<file path="src/rtl/seq_sched_pkg.sv">
// rtl/seq_sched_pkg.sv - shared types and constants for the sequence scheduler
package seq_sched_pkg;

    typedef enum logic [2:0] {
        IDLE  = 3'd0,
        CLR   = 3'd1,
        SHIFT = 3'd2,
        DRAIN = 3'd3,
        DONE  = 3'd4
    } state_t;

    localparam logic ID0 = 1'b0;
    localparam logic ID1 = 1'b1;

endpackage

</file>
<file path="src/rtl/seq_sched_rr_arb2.sv">
// rtl/seq_sched_rr_arb2.sv - two-way round-robin arbiter, pointer moves only on a grant
module rr_arb2
    import seq_sched_pkg::*;
(
    input  logic       clk,
    input  logic       reset,
    input  logic [1:0] req,
    input  logic       en,
    output logic [1:0] gnt,
    output logic       id
);

    logic       r_ptr;
    logic [1:0] w_gnt;

    always_comb begin
        w_gnt = 2'b00;
        if (en) begin
            case (req)
                2'b01:   w_gnt = 2'b01;
                2'b10:   w_gnt = 2'b10;
                2'b11:   w_gnt = (r_ptr == ID0) ? 2'b01 : 2'b10;
                default: w_gnt = 2'b00;
            endcase
        end
    end

    assign gnt = w_gnt;
    assign id  = w_gnt[1] ? ID1 : ID0;

    // Priority passes to the requester that was not just served.
    always_ff @(posedge clk or negedge reset) begin
        if (!reset) begin
            r_ptr <= ID0;
        end else if (|w_gnt) begin
            r_ptr <= ~id;
        end
    end

endmodule

</file>
<file path="src/rtl/seq_sched.sv">
// rtl/seq_sched.sv - shares one serial detector between two word requesters, counts matches per frame
module seq_sched
    import seq_sched_pkg::*;
#(
    parameter int WIDTH = 8,
    parameter int CNTW  = 4
) (
    input  logic             clk,
    input  logic             reset,
    input  logic             req0,
    input  logic             req1,
    input  logic [WIDTH-1:0] data0,
    input  logic [WIDTH-1:0] data1,
    output logic             gnt0,
    output logic             gnt1,
    output logic             det_rst,
    output logic             det_in,
    input  logic             det_out,
    output logic             done,
    output logic             done_id,
    output logic [CNTW-1:0]  match_cnt
);

    localparam int IDXW = $clog2(WIDTH);

    state_t           r_state;
    state_t           w_next_state;
    logic [WIDTH-1:0] r_shift;
    logic [IDXW-1:0]  r_bit_idx;
    logic             r_shift_d1;
    logic             r_vld;
    logic [CNTW-1:0]  r_cnt;
    logic [CNTW-1:0]  w_cnt_next;
    logic             r_served_id;

    logic             r_gnt0;
    logic             r_gnt1;
    logic             r_det_rst;
    logic             r_det_in;
    logic             r_done;
    logic             r_done_id;
    logic [CNTW-1:0]  r_match_cnt;

    logic [1:0]       w_arb_gnt;
    logic             w_arb_id;
    logic             w_arb_en;
    logic             w_grant;
    logic             w_hit;
    logic             w_gnt0_d;
    logic             w_gnt1_d;
    logic             w_det_rst_d;
    logic             w_det_in_d;
    logic             w_done_d;

    // The cycle showing done is still IDLE-blocked so frames stay WIDTH+5 apart.
    assign w_arb_en = (r_state == IDLE) && !r_done;
    assign w_grant  = |w_arb_gnt;

    rr_arb2 u_arb (
        .clk   (clk),
        .reset (reset),
        .req   ({req1, req0}),
        .en    (w_arb_en),
        .gnt   (w_arb_gnt),
        .id    (w_arb_id)
    );

    always_ff @(posedge clk or negedge reset) begin
        if (!reset) begin
            r_state <= IDLE;
        end else begin
            r_state <= w_next_state;
        end
    end

    always_comb begin
        w_next_state = r_state;
        case (r_state)
            IDLE:    if (w_grant) w_next_state = CLR;
            CLR:     w_next_state = SHIFT;
            SHIFT:   if (r_bit_idx == '0) w_next_state = DRAIN;
            DRAIN:   w_next_state = DONE;
            DONE:    w_next_state = IDLE;
            default: w_next_state = IDLE;
        endcase
    end

    always_comb begin
        w_gnt0_d    = w_arb_gnt[0];
        w_gnt1_d    = w_arb_gnt[1];
        w_det_rst_d = (r_state == CLR);
        w_det_in_d  = (r_state == SHIFT) ? r_shift[WIDTH-1] : 1'b0;
        w_done_d    = (r_state == DONE);
    end

    // det_out lags det_in by one cycle and det_in lags SHIFT by one, hence two stages.
    assign w_hit      = r_vld && det_out;
    assign w_cnt_next = r_cnt + {{(CNTW-1){1'b0}}, w_hit};

    always_ff @(posedge clk or negedge reset) begin
        if (!reset) begin
            r_shift     <= '0;
            r_bit_idx   <= '0;
            r_shift_d1  <= 1'b0;
            r_vld       <= 1'b0;
            r_cnt       <= '0;
            r_served_id <= ID0;
        end else begin
            r_shift_d1 <= (r_state == SHIFT);
            r_vld      <= r_shift_d1;
            r_cnt      <= w_cnt_next;
            if (w_grant) begin
                r_shift     <= w_arb_gnt[1] ? data1 : data0;
                r_cnt       <= '0;
                r_served_id <= w_arb_id;
            end
            if (r_state == CLR) begin
                r_bit_idx <= IDXW'(WIDTH - 1);
            end
            if (r_state == SHIFT) begin
                r_shift   <= {r_shift[WIDTH-2:0], 1'b0};
                r_bit_idx <= r_bit_idx - 1'b1;
            end
        end
    end

    always_ff @(posedge clk or negedge reset) begin
        if (!reset) begin
            r_gnt0      <= 1'b0;
            r_gnt1      <= 1'b0;
            r_det_rst   <= 1'b1;
            r_det_in    <= 1'b0;
            r_done      <= 1'b0;
            r_done_id   <= ID0;
            r_match_cnt <= '0;
        end else begin
            r_gnt0    <= w_gnt0_d;
            r_gnt1    <= w_gnt1_d;
            r_det_rst <= w_det_rst_d;
            r_det_in  <= w_det_in_d;
            r_done    <= w_done_d;
            if (w_done_d) begin
                r_done_id   <= r_served_id;
                r_match_cnt <= w_cnt_next;
            end
        end
    end

    assign gnt0      = r_gnt0;
    assign gnt1      = r_gnt1;
    assign det_rst   = r_det_rst;
    assign det_in    = r_det_in;
    assign done      = r_done;
    assign done_id   = r_done_id;
    assign match_cnt = r_match_cnt;

endmodule

</file>
<file path="config.mk">
export PLATFORM = sky130hd
export DESIGN_NAME = seq_sched
export DESIGN_NICKNAME = d
export VERILOG_FILES = /design/src/rtl/seq_sched_pkg.sv /design/src/rtl/seq_sched_rr_arb2.sv /design/src/rtl/seq_sched.sv
export SDC_FILE = /design/constraint.sdc
export NUM_CORES = 1
export LEC_CHECK = 0
export BUFFER_PORTS_ARGS = -buffer_cell sky130_fd_sc_hd__buf_2
export CORE_UTILIZATION = 50
export CTS_CLUSTER_DIAMETER = 50
export CTS_CLUSTER_SIZE = 12
export DETAILED_ROUTE_END_ITERATION = 8
export PLACE_DENSITY = 0.85
export SETUP_SLACK_MARGIN = 0.15
export SLEW_MARGIN = 0
export SYNTH_ARGS = -nofsm -noshare
export SYNTH_HDL_FRONTEND = slang
export SYNTH_SLANG_ARGS = --single-unit
</file>
<file path="constraint.sdc">
create_clock -name clk -period 4.25 [get_ports clk]
set_clock_uncertainty 0.15 [all_clocks]
set_input_delay 0.2125 -clock clk [delete_from_list [all_inputs] [get_ports clk]]
set_output_delay 0.2125 -clock clk [all_outputs]
set_load 0.01 [all_outputs]
</file>
==> summary.md, run 1 <==
| Metric | Value |
|---|---|
| Final period util | 45.3% |
| Largest net degree at the start of global routing | 33 |
| Crit. End Element | register |
| Synth Net Count | 145 |
| Pwr per Cell Area | 667 mW/mm^2 |
| Worst rel slew slack | 46.7% |
| Layout Cells excl Fill | 187 |
| Mean Syn Cell Area | 11.6 um^2 |
| Area delta synth->final | 18.8% |
| Top cell type's share of synthesized area | 55.5% |
| Setup Viol. Count Final | 0 |
| Initial antenna violation count | 0 |
| N_diodes | 0 |
| Io pins | 31 |
| Core Util, Final | 64.7% |
| Type of origin of the critical path | register |
| DR pass1 iterations | 4 |
| CTS tree | done |
| Die Ht | 54.9 um |
| Fill cells | 217 |
| Area leader, netlist | dfrtp_1 |
| Maxcap violations | 0 |
| Unrepaired setup endpoints after global routing | no |
| Via Count | 1,011 |
| Gp weighted congestion | 0.709 |
| HPWL after DPL | 1770 um |
| DRT iter0 DRCs | 13 |
| Clock sink count | 32 |
| Max Buffers Root-to-Sink | 2 |
| DR WL/cell | 13.0 um |
| Layout cells sized above 1 | 30.6% |
| Die footprint | 0.00301 mm^2 |
| Outcome | finished clean |
| Worst Path Required | 4.35 ns |
| CORE AREA | 0.00257 mm^2 |
| Grt ovf | 0 |
| Most frequent cells in the layout | dfrtp_1 (31), buf_2 (30), nor2_1 (13) |
| FP Rows | 18 |
| Worst Setup Path Type | reg -> reg |
| Global routing usage on met2 | 35.5% |
| Post-synthesis sequential area ratio | 57.4% |
| Crit path max fanout | 14 |
| CTS buffer count | 5 |
| Worst min path class | in -> reg |
| Setup TNS | 0 ns |
| Busiest layer in global routing | met2 |
| P_leak | 0.868 nW |
| Die W | 54.9 um |
| Buf/Inv on CP | 0 |
| Gr usage total | 20.0% |
| Port Buf Inserts | 30 |
| Worst-path clk slew | 0.09 ns |
| Worst Max-Slew Pin Slew | 0.796 ns |
| Clock period minus worst slack | 1.92 ns |
| Post-synth EDFFs | 0 |
| Fmax achieved | 520 MHz |
| Initial core utilization | 54.4% |
| Via/cell ratio | 5.41 |
| GR Util met3 | 5.83% |
| Drt total wl | 2440 um |
| Post-synthesis cell area | 0.00140 mm^2 |
| Post-synthesis async set-or-reset flop share | 100% |
| CP Data Arrival Time | 2.03 ns |
| Met1 global-route usage | 21.0% |
| CP peak stage delay | 0.73 ns |
| CTS root buffer | clkbuf_4 |
| Unique cell type count in the Yosys netlist | 31 |
| Final hold viol count | 0 |
| H-tree lvl count | 2 |
| Worst-Skew Late Latency | 0.34 ns |
| #FFs+latches synth | 32 |
| Post-synth top flop | dfrtp_1 |
| Worst path slowest cell | nor3b_2 |
| Crit path cell chain | nor3b_2, or2_2, nor2_1, a21oi_1 |
| Yosys Warn Count | 0 |
| Delay-heaviest family, CP | simple AND/OR/NAND/NOR gates |
| Fin. max-slew vios | 0 |
| DR DRC count | 0 |
| Vias in the first global route | 997 |
| First-pass GRT wire length | 4040 um |
| Gate Count Post-Synth | 120 |
| Most common cell after layout, fill and taps aside | dfrtp_1 |
| Fin Hold WS | 0.0160 ns |
| Worst VDD drop | 367 uV |
| Placed insts | 177 |
| Area contributors post-synth | dfrtp_1 (56%), mux2i_1 (5.7%), o221ai_1 (4.4%) |
| Final nets | 181 |
| Antenna viol nets, final | 0 |
## Yosys cell counts (2+ instances only)
master / number
buf_2: 2
o221ai_1: 7
and2_1: 4
dfrtp_1: 31
ha_1: 4
nor2_1: 13
inv_1: 11
mux2_2: 3
nand2_1: 10
mux2i_1: 8
a21oi_1: 7
## repair_timing
| item | in CTS | in global routing |
|---|---|---|
| setup buffers | 0 | 0 |
| setup endpoints to repair | 0 | 0 |
| resized for setup | 0 | 0 |
| hold endpoints to repair | 33 | 0 |
| hold buffers | 2 | 0 |
## worst paths after layout
check                      startpoint      endpoint  slack, ns  cells past startpoint
setup / recovery           r_state[1]  r_bit_idx[0]       2.33                      4
hold / removal               data1[0]    r_shift[0]       0.02                      3
setup reg to reg           r_state[1]  r_bit_idx[0]       2.33                      4
hold reg to reg            r_shift_d1         r_vld       0.21                      0
max in group asynchronous       reset    r_state[1]       3.21                      2
min in group asynchronous       reset  match_cnt[3]       0.28                      2
## per-stage QoR
stage	power, W	instance area, um^2	setup WS [ns]
floorplan	0.000789	1400	2.80
global placement	0.000865	1560	2.48
detailed placement	0.000894	1560	2.36
CTS	0.00112	1660	2.34
global route	0.00120	1660	2.22
finish	0.00111	1660	2.33
## state kept, by name, indices dropped and copies added, names as in the netlist
name / count
done_id: 1
r_bit_idx: 3
r_vld: 1
u_arb.r_ptr: 1
r_served_id: 1
det_in: 1
r_shift: 8
done: 1
r_cnt: 4
gnt0: 1
det_rst: 1
r_state: 3
gnt1: 1
r_shift_d1: 1
match_cnt: 4
## metal layers
metal | share of wire [%] | vias up | routed length [um]
met5 | 0 | - | 0
met4 | 2.3 | 0 | 57
met3 | 5.3 | 8 | 128
met2 | 49 | 32 | 1200
met1 | 43 | 489 | 1050
li1 | - | 482 | -
## tightest hold or removal path, cell delays in order
cell and delay [ns]:
buf_2 0.07, mux2i_1 0.05, o21ai_1 0.11
## kinds of logic (layout without fill, tap and decap cells)
group | Yosys count | after routing | synth area share, %
adder cells (fa/ha/maj) | 4 | 4 | 3.58
AND/OR/NAND/NOR | 35 | 35 | 14.3
XOR/XNOR | 2 | 2 | 1.25
multiplexers | 11 | 11 | 8.15
flip-flops | 32 | 32 | 57.4
AO/OA/AOI/OAI | 21 | 21 | 10.3
buffers and inverters | 15 | 52 | 5.01
## final cells by class
class / instances / area, um^2 / area share (%)
flip-flops and latches: 32 / 802 / 48.3
multi-input cells: 73 / 526 / 31.7
repair buffers: 33 / 178 / 10.7
clock buffers: 6 / 41.3 / 2.49
inverters: 11 / 41.3 / 2.49
well taps: 30 / 37.5 / 2.26
clock inverters: 2 / 35.0 / 2.11
## power by group
part | switching (W) | internal [W] | total [W]
logic | 0.000203 | 0.000174 | 0.000377
registers | 0.0000780 | 0.000426 | 0.000504
clock network | 0.000103 | 0.000123 | 0.000226
total | 0.000384 | 0.000723 | 0.00111
No activity file was read; power rests on OpenSTA's default activity.
==> run 2, diff against run 1 <==
Settings changed: CORE_UTILIZATION 50 to 47, PLACE_DENSITY 0.85 to 0.84.
Clock period 4.25 ns to 1.5 ns, I/O delays scaled along.
==> run 2 against run 1 <==
Against the previous run: via count is 14% higher; largest power group is now combinational logic; highest routed layer unchanged; sequential power grew to 2.9 times the previous value; sequential share of layout area shrank 11 points.
==> summary.md, run 2 (synthesized netlist as in run 1, its figures left out) <==
| Metric | Value |
|---|---|
| Setup TNS | 0 ns |
| Gp weighted congestion | 0.793 |
| Via/cell ratio | 5.14 |
| Worst VDD drop | 1720 uV |
| Most common cell after layout, fill and taps aside | buf_2 |
| Area delta synth->final | 52.9% |
| First-pass GRT wire length | 5640 um |
| Largest net degree at the start of global routing | 18 |
| Pwr per Cell Area | 1720 mW/mm^2 |
| CTS root buffer | clkbuf_4 |
| CTS buffer count | 5 |
| Cell depth of the worst hold path | 3 |
| Vias in the first global route | 1,254 |
| Worst-Skew Late Latency | 0.33 ns |
| Port Buf Inserts | 30 |
| Clock period minus worst slack | 1.46 ns |
| Gr usage total | 23.8% |
| Placed insts | 184 |
| DRT iter0 DRCs | 18 |
| CORE AREA | 0.00278 mm^2 |
| H-tree lvl count | 2 |
| Antenna viol nets, final | 0 |
| Area after DPL | 0.00164 mm^2 |
| Die footprint | 0.00320 mm^2 |
| Worst Path Required | 1.57 ns |
| Hold path endpoint | r_shift[2] |
| Worst-path clk slew | 0.09 ns |
| R2R Path Start | r_state[0] |
| Reg2Reg Depth | 5 |
| R2R Setup Slk | 0.04 ns |
| Io pins | 31 |
| Drt total wl | 3360 um |
| HP Start | req0 |
| Setup Viol. Count Final | 0 |
| HPWL after DPL | 1950 um |
| Unrepaired setup endpoints after global routing | yes |
| Fin. max-slew vios | 0 |
| Final hold viol count | 0 |
| Initial core utilization | 50.2% |
| Largest register FFs | 8 |
| Worst rel slew slack | 73.0% |
| P_leak | 1.04 nW |
| Final period util | 97.6% |
| CP Data Arrival Time | 1.53 ns |
| DR WL/cell | 15.0 um |
| Layout cells sized above 1 | 46.6% |
| Initial antenna violation count | 0 |
| Clock sink count | 32 |
| Crit. End Element | register |
| Die Ht | 56.5 um |
| Fill cells | 174 |
| Max Buffers Root-to-Sink | 2 |
| Crit path max fanout | 6 |
| Cell area after layout | 0.00214 mm^2 |
| Most flops, register | r_shift |
| Worst Max-Slew Pin Slew | 0.405 ns |
| Worst min path class | in -> reg |
| N_diodes | 0 |
| Type of origin of the critical path | register |
| Fmax achieved | 683 MHz |
| Reg2reg end | r_shift[0] |
| Grt ovf | 0 |
| DR DRC count | 0 |
| Layout Cells excl Fill | 224 |
| CTS tree | done |
| Die W | 56.5 um |
| Most frequent cells in the layout | buf_2 (30), dfrtp_1 (28), dlygate4sd3_1 (19) |
| Final nets | 217 |
| Maxcap violations | 0 |
| Worst Setup Path Type | reg -> reg |
| FP Rows | 19 |
| Via Count | 1,151 |
| Outcome | finished clean |
| DR pass1 iterations | 4 |
run 2: cell count changes in the layout (fill, tap and decap cells not counted), moves of 3 or more:
cell           change
a21oi_1            -3
a21oi_2            +3
buf_4             +11
buf_6              +6
dfrtp_1            -3
dfrtp_2            +3
dlygate4sd3_1     +17
mux2_2             -3
mux2_4             +3
nor2_1             -3
o221ai_1           -4
o221ai_2           +4
run 2: critical path, stage by stage, from the launching register on:
cell and delay [ns]:
dfrtp_2 0.48, nor4_4 0.29, buf_6 0.17, o21ai_4 0.09, nand3b_1 0.10, o21ai_1 0.06
run 2: power breakdown:
part	switching [W]	internal, W
Clock	0.000269	0.000231
Combinational	0.000800	0.000918
Sequential	0.000237	0.00121
Total	0.00131	0.00236
run 2: cell type report:
| cell class | instances | area (um^2) | share of cell area [%] |
|---|---|---|---|
| Inverter | 11 | 41.3 | 1.93 |
| Tap cell | 31 | 38.8 | 1.81 |
| Sequential cell | 32 | 806 | 37.7 |
| Timing Repair Buffer | 68 | 518 | 24.2 |
| Multi-Input combinational cell | 74 | 674 | 31.6 |
| Clock buffer | 8 | 58.8 | 2.75 |
run 2: metal layers:
metal	vias to the layer above	share of wire, %	global-route usage, %
met4	0	1.9	7.32
met3	7	4.9	8.99
met2	34	54	40.5
li1	554	-	-
met5	-	0	0
met1	556	40	27.8
run 2: worst max path at each step:
stage | start | endpoint | slack [ns] | cells after the start
finish | r_state[0] | r_shift[0] | 0.04 | 5
global route | r_state[0] | u_arb.r_ptr | -0.03 | 5
CTS | r_vld | match_cnt[1] | 0.07 | 4
detailed placement | r_state[0] | r_shift[0] | -0.06 | 4
global placement | r_state[0] | r_shift[0] | 0.01 | 4
floorplan | r_state[0] | r_shift[0] | 0.08 | 5
run 2: stage by stage:
step / utilization [%] / setup slack, ns / power [W] / hold slack (ns)
after CTS: 73.9 / 0.0677 / 0.00354 / 0.00345
after floorplan: - / 0.0764 / 0.00225 / -0.371
final: 76.8 / 0.0363 / 0.00367 / 0.0348
after global routing: 76.8 / -0.0311 / 0.00396 / 0.0242
after global placement: 59.0 / 0.0120 / 0.00256 / -0.130
after detailed placement: 59.0 / -0.0560 / 0.00264 / -0.126
run 2: timing repair:
item,CTS,global route
setup endpoints to repair,24,25
gates resized for setup,25,12
hold endpoints to repair,43,0
cloned,2,0
setup buffers,8,3
pin swaps,11,3
hold buffers,19,0
==> run 3, diff against run 2 <==
Settings changed: ABC_AREA set to 1, CORE_ASPECT_RATIO set to 2, CORE_UTILIZATION 47 to 48, PLACE_DENSITY 0.84 to 0.85, TNS_END_PERCENT set to 1.
==> run 3 against run 2 <==
Against the previous run: flip-flop and latch count unchanged; register-to-register slack about the same; synthesized area increased by 4.5%; critical path type unchanged; critical endpoint is now r_shift[6].
==> summary.md, run 3 <==
| Metric | Value |
|---|---|
| N_diodes | 0 |
| Flop pwr share | 32.0% |
| Via Count | 1,363 |
| Gr usage total | 23.9% |
| Delay-heaviest family, CP | simple AND/OR/NAND/NOR gates |
| Initial antenna violation count | 0 |
| Setup Viol. Count Final | 0 |
| Final nets | 256 |
| Port Buf Inserts | 30 |
| Yosys Warn Count | 0 |
| Area delta synth->final | 45.0% |
| Largest net degree at the start of global routing | 18 |
| CP peak stage delay | 0.40 ns |
| Die W | 41 um |
| CTS root buffer | clkbuf_8 |
| Layout cells sized above 1 | 33.2% |
| FP Rows | 28 |
| Mean Syn Cell Area | 8.80 um^2 |
| DRT iter0 DRCs | 48 |
| Worst Max-Slew Pin Slew | 0.401 ns |
| Final hold viol count | 0 |
| Antenna viol nets, final | 0 |
| DR pass1 iterations | 4 |
| Int Pwr | 0.00268 W |
| H-tree lvl count | 2 |
| Crit. End Element | register |
| CTS buffer count | 5 |
| Io pins | 31 |
| Clock power frac | 16.3% |
| Max Buffers Root-to-Sink | 2 |
| Final Total Pwr | 0.00445 W |
| Post-place setup slack | -0.0806 ns |
| Crit path max fanout | 8 |
| Commonest cells post-synth | nand2_1 (41), dfrtp_1 (31), inv_1 (22) |
| Vias in the first global route | 1,306 |
| Crit path cell chain | nor2_4, nand3_4, a21oi_4, nor2_4, buf_12, nor2_2, nand2_1, nand2_1 |
| DR DRC count | 0 |
| Most numerous cell in the Yosys netlist | nand2_1 |
| Post-synth top flop | dfrtp_1 |
| Die footprint | 0.00328 mm^2 |
| #FFs+latches synth | 32 |
| Clock sink count | 32 |
| CORE AREA | 0.00291 mm^2 |
| Type of origin of the critical path | register |
| CP Data Arrival Time | 1.54 ns |
| Fin. max-slew vios | 0 |
| Worst Path Required | 1.58 ns |
| Worst path slowest cell | dfrtp_1 |
| Area leader, netlist | dfrtp_1 |
| DR WL/cell | 14.4 um |
| Worst-path clk slew | 0.07 ns |
| Logic pwr share | 51.6% |
| Gate Count Post-Synth | 166 |
| Worst-Skew Late Latency | 0.29 ns |
| Worst Setup Path Type | reg -> reg |
| Most common cell after layout, fill and taps aside | nand2_1 |
| Post-synth EDFFs | 0 |
| Synth Net Count | 191 |
| Clock period minus worst slack | 1.46 ns |
| Most flops, register | r_shift |
| Worst rel slew slack | 73.3% |
| Via/cell ratio | 5.20 |
| Post-synthesis sequential area ratio | 54.9% |
| Area after DPL | 0.00173 mm^2 |
| Drt total wl | 3770 um |
| Cell area after layout | 0.00212 mm^2 |
| Fmax achieved | 687 MHz |
| Outcome | finished clean |
| HPWL after DPL | 2090 um |
| Grt ovf | 0 |
| Switching share of power | 39.7% |
| Post-synthesis async set-or-reset flop share | 100% |
| P_leak | 1.17 nW |
| Buf/Inv on CP | 1 |
| Die Ht | 80 um |
| First-pass GRT wire length | 5130 um |
| Pwr per Cell Area | 2100 mW/mm^2 |
| Post-synthesis cell area | 0.00146 mm^2 |
| Largest register FFs | 8 |
| Unrepaired setup endpoints after global routing | yes |
| Final Worst Setup Slack | 0.0441 ns |
| Switch Pwr | 0.00176 W |
| Initial core utilization | 50.2% |
| Worst min path class | in -> reg |
| Gp weighted congestion | 0.784 |
| Top cell type's share of synthesized area | 53.1% |
| Unique cell type count in the Yosys netlist | 24 |
| Final period util | 97.1% |
| Worst VDD drop | 1150 uV |
| Maxcap violations | 0 |
| Most frequent cells in the layout | nand2_1 (38), dfrtp_1 (31), buf_2 (30) |
| CTS tree | done |
| Area contributors post-synth | dfrtp_1 (53%), nand2_1 (11%), inv_1 (5.7%) |
## run 3: cell count changes after synthesis, moves of 8 or more
cell     change
nand3_1     +15
nand2_1     +31
mux2i_1      -8
inv_1       +11
o21ai_0      +8
## run 3: metal layers
metal,global-route usage (%),wire length (um),up-vias
met1,22.8,1340,640
met2,38.4,2080,60
met3,4.74,163,18
met4,21.3,188,0
met5,0,0,-
li1,-,-,645
## run 3: timing repair
action	in CTS	in global routing
pin swaps	3	3
hold endpoints to repair	40	0
endpoints found under the setup margin	15	23
setup buffers	3	2
cloned	0	1
gates resized for setup	5	14
hold buffers	15	0
## run 3: layout make-up
class / instances / area (um^2)
clock buffers: 8 / 100
multi-input cells: 106 / 601
well taps: 30 / 37.5
repair buffers: 62 / 487
fillers: 216 / 791
inverters: 24 / 90.1
flip-flops and latches: 32 / 802
## run 3: through the flow
step	hold WS [ns]	setup TNS [ns]	instances	utilization [%]
6_report	0.0365	0	262	72.8
4_1_cts	0.0170	0	259	69.8
3_3_place_gp	-0.137	-0.0507	233	59.5
3_5_place_dp	-0.125	-0.0924	233	59.5
5_1_grt	0.0407	-0.0941	262	72.8
2_1_floorplan	-0.371	0	166	-
## run 3: cells by family (layout without fill, tap and decap cells)
kind of cell / after synthesis / in the layout / synth area share [%]
buffers and inverters: 28 / 94 / 7.88
flip-flops: 32 / 32 / 54.9
AND/OR/NAND/NOR: 85 / 85 / 26.0
adder cells (fa/ha/maj): 4 / 4 / 3.43
AO/OA/AOI/OAI: 15 / 15 / 6.60
XOR/XNOR: 2 / 2 / 1.20
## run 3: power by group through the flow
stage | clock network, W | logic (W) | registers (W)
6_report | 0.000726 | 0.00230 | 0.00143
5_1_grt | 0.000782 | 0.00251 | 0.00146
4_1_cts | 0.000734 | 0.00193 | 0.00140
3_5_place_dp | 0 | 0.00173 | 0.00140
3_3_place_gp | 0 | 0.00167 | 0.00139
2_1_floorplan | 0 | 0.00112 | 0.00143
## run 3: final timing paths
kind                            slack, ns  cells after the start        from         end
worst max-delay path                 0.04                      8  r_state[0]  r_shift[6]
worst min-delay path                 0.04                      5    data1[4]  r_shift[4]
worst max register to register       0.04                      8  r_state[0]  r_shift[6]
worst min register to register       0.19                      0  r_shift_d1       r_vld
max in group asynchronous            0.68                      3       reset  r_shift[3]
min in group asynchronous            0.10                      2       reset       r_vld
## run 3: worst register-to-register path: stages, from the launching register on
cell and delay (ns):
dfrtp_1 0.40, nor2_4 0.16, nand3_4 0.10, a21oi_4 0.17
nor2_4 0.07, buf_12 0.14, nor2_2 0.09, nand2_1 0.07
nand2_1 0.06
